[src/rtl/locking_rr_arbiter_pkg.sv]
// Shared types, width helpers and the rotated-priority pick used by the
// round-robin arbiters.
package locking_rr_arbiter_pkg;

   localparam int unsigned N_IN_DEF      = 4;
   localparam int unsigned DATA_W_DEF    = 64;
   localparam int unsigned MAX_BEATS_DEF = 8;

   // The pick function works on a fixed 16-wide view; callers zero-pad.
   localparam int unsigned MAX_N      = 16;
   localparam int unsigned PICK_IDX_W = 4;

   typedef enum logic {
      ST_IDLE   = 1'b0,
      ST_LOCKED = 1'b1
   } lock_state_e;

   typedef struct packed {
      logic                  any;
      logic [PICK_IDX_W-1:0] idx;
   } pick_t;

   function automatic int unsigned idx_w(input int unsigned n);
      return (n < 2) ? 1 : $clog2(n);
   endfunction

   function automatic int unsigned cnt_w(input int unsigned max_beats);
      return $clog2(max_beats + 1);
   endfunction

   // First valid index scanning last+1, last+2, ... modulo n.
   function automatic pick_t rr_pick(input logic [MAX_N-1:0]      valid,
                                     input logic [PICK_IDX_W-1:0] last,
                                     input int unsigned           n);
      pick_t       res;
      int unsigned cand;
      res = '0;
      for (int unsigned k = 1; k <= MAX_N; k++) begin
         cand = (32'(last) + k) % n;
         if (!res.any && (k <= n) && valid[cand[PICK_IDX_W-1:0]]) begin
            res.any = 1'b1;
            res.idx = cand[PICK_IDX_W-1:0];
         end
      end
      return res;
   endfunction

endpackage

[src/rtl/locking_rr_arbiter_rr_priority_pick.sv]
// Combinational round-robin pick: first valid requester after last_grant.
module rr_priority_pick
   import locking_rr_arbiter_pkg::*;
#(
   parameter int unsigned N_IN = N_IN_DEF
) (
   input  logic [N_IN-1:0]        valid_i,
   input  logic [idx_w(N_IN)-1:0] last_grant_i,
   output logic [idx_w(N_IN)-1:0] chosen_o,
   output logic                   any_valid_o
);

   localparam int unsigned IDX_W = idx_w(N_IN);

   pick_t pick;

   always_comb begin
      pick        = rr_pick(MAX_N'(valid_i), PICK_IDX_W'(last_grant_i), N_IN);
      chosen_o    = IDX_W'(pick.idx);
      any_valid_o = pick.any;
   end

endmodule

[src/rtl/locking_rr_arbiter.sv]
// Round-robin valid/ready arbiter that locks the shared output to one
// requester for the duration of a multi-beat burst, with a beat watchdog.
module locking_rr_arbiter
   import locking_rr_arbiter_pkg::*;
#(
   parameter int unsigned N_IN      = N_IN_DEF,
   parameter int unsigned DATA_W    = DATA_W_DEF,
   parameter int unsigned MAX_BEATS = MAX_BEATS_DEF
) (
   input  logic                     clock,
   input  logic                     reset,
   input  logic [N_IN-1:0]          io_in_valid,
   output logic [N_IN-1:0]          io_in_ready,
   input  logic [N_IN*DATA_W-1:0]   io_in_bits,
   input  logic [N_IN-1:0]          io_in_last,
   output logic                     io_out_valid,
   input  logic                     io_out_ready,
   output logic [DATA_W-1:0]        io_out_bits,
   output logic                     io_out_last,
   output logic [idx_w(N_IN)-1:0]   io_chosen,
   output logic                     io_locked,
   output logic                     io_burst_err
);

   localparam int unsigned IDX_W = idx_w(N_IN);
   localparam int unsigned CNT_W = cnt_w(MAX_BEATS);

   lock_state_e       state_q, state_d;
   logic [IDX_W-1:0]  last_grant_q, last_grant_d;
   logic [IDX_W-1:0]  lock_idx_q, lock_idx_d;
   logic [CNT_W-1:0]  beat_cnt_q, beat_cnt_d;
   logic              err_q, err_d;

   logic [IDX_W-1:0]  rr_idx;
   logic              rr_any;
   logic [IDX_W-1:0]  chosen_c;
   logic              fire_c;
   logic              last_c;
   logic              watchdog_c;

   rr_priority_pick #(
      .N_IN (N_IN)
   ) u_pick (
      .valid_i      (io_in_valid),
      .last_grant_i (last_grant_q),
      .chosen_o     (rr_idx),
      .any_valid_o  (rr_any)
   );

   // State register; async reset drops any in-flight burst.
   always_ff @(posedge clock or posedge reset) begin
      if (reset) begin
         state_q      <= ST_IDLE;
         last_grant_q <= IDX_W'(N_IN - 1);
         lock_idx_q   <= '0;
         beat_cnt_q   <= '0;
         err_q        <= 1'b0;
      end else begin
         state_q      <= state_d;
         last_grant_q <= last_grant_d;
         lock_idx_q   <= lock_idx_d;
         beat_cnt_q   <= beat_cnt_d;
         err_q        <= err_d;
      end
   end

   // Next-state: lock on a non-last beat, release on last or watchdog.
   always_comb begin
      state_d      = state_q;
      last_grant_d = last_grant_q;
      lock_idx_d   = lock_idx_q;
      beat_cnt_d   = beat_cnt_q;
      err_d        = 1'b0;
      watchdog_c   = (32'(beat_cnt_q) + 32'd1) == MAX_BEATS;
      case (state_q)
         ST_IDLE: begin
            if (fire_c) begin
               if (last_c) begin
                  last_grant_d = chosen_c;
               end else begin
                  state_d    = ST_LOCKED;
                  lock_idx_d = chosen_c;
                  beat_cnt_d = CNT_W'(1);
               end
            end
         end
         ST_LOCKED: begin
            if (fire_c) begin
               if (last_c || watchdog_c) begin
                  state_d      = ST_IDLE;
                  last_grant_d = lock_idx_q;
                  beat_cnt_d   = '0;
                  err_d        = !last_c;
               end else begin
                  beat_cnt_d = beat_cnt_q + CNT_W'(1);
               end
            end
         end
         default: state_d = ST_IDLE;
      endcase
   end

   // Outputs: grant mux is purely a function of state and requester inputs.
   always_comb begin
      chosen_c = (state_q == ST_LOCKED) ? lock_idx_q : (rr_any ? rr_idx : '0);
      io_chosen    = chosen_c;
      io_out_valid = io_in_valid[chosen_c];
      io_out_bits  = io_in_bits[chosen_c*DATA_W +: DATA_W];
      io_out_last  = io_in_last[chosen_c];
      last_c       = io_in_last[chosen_c];
      fire_c       = io_in_valid[chosen_c] && io_out_ready;
      io_in_ready  = '0;
      io_in_ready[chosen_c] = io_out_ready;
      io_locked    = (state_q == ST_LOCKED);
      io_burst_err = err_q;
   end

endmodule

[config.mk]
export PLATFORM = sky130hd
export DESIGN_NAME = locking_rr_arbiter
export DESIGN_NICKNAME = d
export VERILOG_FILES = /design/src/rtl/locking_rr_arbiter_pkg.sv /design/src/rtl/locking_rr_arbiter_rr_priority_pick.sv /design/src/rtl/locking_rr_arbiter.sv
export SDC_FILE = /design/constraint.sdc
export NUM_CORES = 1
export LEC_CHECK = 0
export CORE_AREA = 2 2 134 136
export CTS_CLUSTER_SIZE = 14
export DETAILED_ROUTE_END_ITERATION = 10
export DIE_AREA = 0 0 136 138
export GPL_TIMING_DRIVEN = 0
export PLACE_DENSITY = 0.55
export SYNTH_ARGS = -nofsm -noshare
export SYNTH_HDL_FRONTEND = slang
export SYNTH_SLANG_ARGS = --single-unit
[constraint.sdc]
create_clock -name clock -period 5.25 [get_ports clock]
set_input_delay 1.05 -clock clock [delete_from_list [all_inputs] [get_ports clock]]
set_output_delay 1.05 -clock clock [all_outputs]
set_load 0.05 [all_outputs]
==> flow_metrics.tcl, run 1 <==
set metrics [dict create \
    status "finished clean" \
    min-delay-start "beat_cnt_q[1]" \
    fmax_ghz 0.196 \
    area_growth_pct 143 \
    grt_pass1_vias 4706 \
    final-hold-violation-count 0 \
    cts_tree "built" \
    startpoint_type "primary input" \
    post-route-cell-area_sq_um 6450 \
    routed_via_density 4.40 \
    syn_nets 776 \
    switchingPower_mw 3.58 \
    setup_violations 0 \
    root_buffer "clkbuf_16" \
    grt_max_degree 11 \
    arrival_ns 4.05 \
    post_cts_buffers 0 \
    reg2reg_from "last_grant_q[0]" \
    hold_path_class "flip-flop to flip-flop" \
    mostFrequentLayoutCell "clkdlybuf4s50_1" \
    relSlewSlack_pct 62.2 \
    critPathLaunch "io_in_valid[3]" \
    crit_type "primary input to output port" \
    postRouteAntennaNets 0 \
    final_max_slew_viol_count 0 \
    dpl_cell_area_sq_um 6340 \
    switching_share_pct 67.7 \
    io_pins 341 \
    period_share_pct 97.2 \
    hold_buffers 0 \
    endpoint_kind "output port" \
    firstDrtPassIters 4 \
    synth-async-reset-ratio_pct 100 \
    path_max_fanout 10 \
    reg2reg_depth 10 \
    yosysWarnings 0 \
    clock_power_share_pct 2.8 \
    syn_area_per_cell_sq_um 5.22 \
    p_seq_share_pct 2.7 \
    crit_required_ns 4.20 \
    skew_ns 0.00196 \
    die_w_um 136 \
    fin_nets 1121 \
    cp_cell_sequence "clkdlybuf4s50_1, and2b_1, nor2_1, or4_4, and2_1, buf_6, clkinv_8, clkbuf_4, clkbuf_2, nand2_1, a31oi_1, dlygate4sd2_1" \
    cts_buffers 3 \
    drc 0 \
    grt_first_pass_wirelength_mm 27.3 \
    r2r-end "lock_idx_q[1]" \
    drtIter0Drc 182 \
    antenna_cells 0 \
    hpwl_mm 14.8 \
    critPathSlowestCell "clkdlybuf4s50_1" \
    comb_power_share_pct 94.5 \
    ff2ff_setup_slack_ns 2.47 \
    max_stage_delay_ns 0.57 \
    drive_above_1_share_pct 10.7 \
    routed_wl_mm 18.6 \
    power.density_nw_per_um2 820 \
    yosysSeqAreaShare_pct 9.54 \
    synth_seq_cells 10 \
    grt_overflow 0 \
    start_util_pct 15.1 \
    maxCapViolCount 0 \
    synth_edf_count 0 \
    die_h_um 138 \
    clkTransAtPathRegs_ns 0.04 \
    ir_worst_vdd_mv 0.395 \
    rows 49 \
    fin_crit_ns 5.10 \
    core_area_sq_um 17500 \
    ys.flop_type "dfrtp_1" \
    worst_pin_slew_ns 0.567 \
    grt_usage_pct 18.4 \
    synthCells 508 \
    final_cell_mix "271 x clkdlybuf4s50_1, 263 x nand2_1, 66 x and3_1" \
    clock_path_buffers 2 \
    cts_sinks 10 \
    intPower_mw 1.71 \
    place.gp.congestion 0.867 \
    fin_util_pct 36.8 \
    htree_levels 1 \
    crit_end "io_out_bits[19]" \
    die_area_sq_um 18800 \
    synthesis.area_sq_um 2650 \
    antenna_found_initial 0 \
    vias 4758 \
    p_leak_nw 2.88 \
    synth_cell_types 39 \
    clk_latency_ns 0.24 \
    routedWlPerCell_um 17.2 \
    io_buffers 340 \
]
==> synthesized netlist by cell type, types with 2 or more instances <==
cell        n  area, sq um
mux2_2      2         22.5
inv_1       3         11.3
mux2i_1     2         20.0
o21bai_1    2         15.0
mux2_1      2         22.5
a32o_1      3         30.0
nand3_1     5         25.0
buf_1       3         11.3
clkbuf_1   37          139
nor2b_1     2         12.5
dfstp_2     2         52.6
nor3_1      3         15.0
nor2_1      8         30.0
o21ai_0     7         35.0
buf_2       3         15.0
and3_1     66          413
nand2b_1    4         25.0
dfrtp_1     8          200
nand2_1   263          987
a31oi_1    64          400
==> critical path: cells and delay by family <==
family	cells	cell delay, ns
AO/OA/AOI/OAI	1	0.15
buffers and inverters	6	1.85
AND/OR/NAND/NOR	5	0.99
==> layout make-up <==
cell class,count,area [sq um]
multi-input combinational,449,2190
fill,1942,11100
buffer,44,205
sequential,10,253
clock buffer,4,88.8
timing repair buffer,340,3390
inverter,5,31.3
tap,229,287
==> logic make-up (layout without fill, tap and decap cells) <==
group,after synthesis,count (layout),share of synthesized area [%]
AO/OA/AOI/OAI,82,82,19.8
flip-flops,10,10,9.54
buffers and inverters,49,393,7.84
multiplexers,7,7,3.02
adder cells (fa/ha/maj),1,1,0.472
AND/OR/NAND/NOR,359,359,59.3
==> flip-flops by register name, summed over array words and instances, names as in the netlist <==
name and count:
beat_cnt_q 4, last_grant_q 2, lock_idx_q 2, io_burst_err 1, io_locked 1
==> worst min path at each step <==
stage / cells after the start / to
4_1_cts: 1 / beat_cnt_q[1]
3_5_place_dp: 1 / beat_cnt_q[0]
3_3_place_gp: 1 / beat_cnt_q[1]
2_1_floorplan: 1 / beat_cnt_q[0]
5_1_grt: 1 / beat_cnt_q[1]
6_report: 1 / beat_cnt_q[1]
==> timing repair <==
action | CTS | global route
gates resized for setup | 215 | 51
setup endpoints to repair | 69 | 61
pin swaps | 0 | 0
==> power by group through the flow <==
| stage | logic, mW | clock network, mW | registers, mW |
|---|---|---|---|
| floorplan | 3.35 | 0 | 0.148 |
| global placement | 5.25 | 0 | 0.144 |
| detailed placement | 5.23 | 0 | 0.144 |
| CTS | 5.08 | 0.153 | 0.143 |
| global route | 5.30 | 0.155 | 0.149 |
| finish | 5.00 | 0.149 | 0.144 |
==> metrics by stage <==
stage / TNS [ns] / worst slack [ns] / total power, mW / std cells / hold slack (ns)
3_5_place_dp: -31.07 / -0.783 / 5.37 / 1077 / 0.514
5_1_grt: -0.0320 / -0.00993 / 5.60 / 1081 / 0.563
4_1_cts: -0.0376 / -0.0333 / 5.37 / 1081 / 0.530
3_3_place_gp: -29.92 / -0.760 / 5.39 / 1077 / 0.512
6_report: 0 / 0.146 / 5.29 / 1081 / 0.523
2_1_floorplan: 0 / 0.367 / 3.50 / 508 / 0.479
==> layer usage <==
metal | vias up | global-route usage (%) | share of wire (%)
met5 | - | 0 | 0
met1 | 2129 | 22.7 | 40
met2 | 201 | 33.5 | 50
met4 | 0 | 2.41 | 1.1
met3 | 14 | 3.81 | 8.6
li1 | 2414 | - | -
Note: power is estimated with default switching activity, not from simulation.
==> inputs of run 2 (changes only) <==
--- a/config.mk
+++ b/config.mk
@@ -10,6 +10,7 @@
 export DETAILED_ROUTE_END_ITERATION = 10
 export DIE_AREA = 0 0 136 138
 export GPL_TIMING_DRIVEN = 0
+export HOLD_SLACK_MARGIN = 0.03
 export PLACE_DENSITY = 0.55
 export SYNTH_ARGS = -nofsm -noshare
 export SYNTH_HDL_FRONTEND = slang
==> results of run 2 <==
Final layout, timing and power as in run 1 (identical DEF).
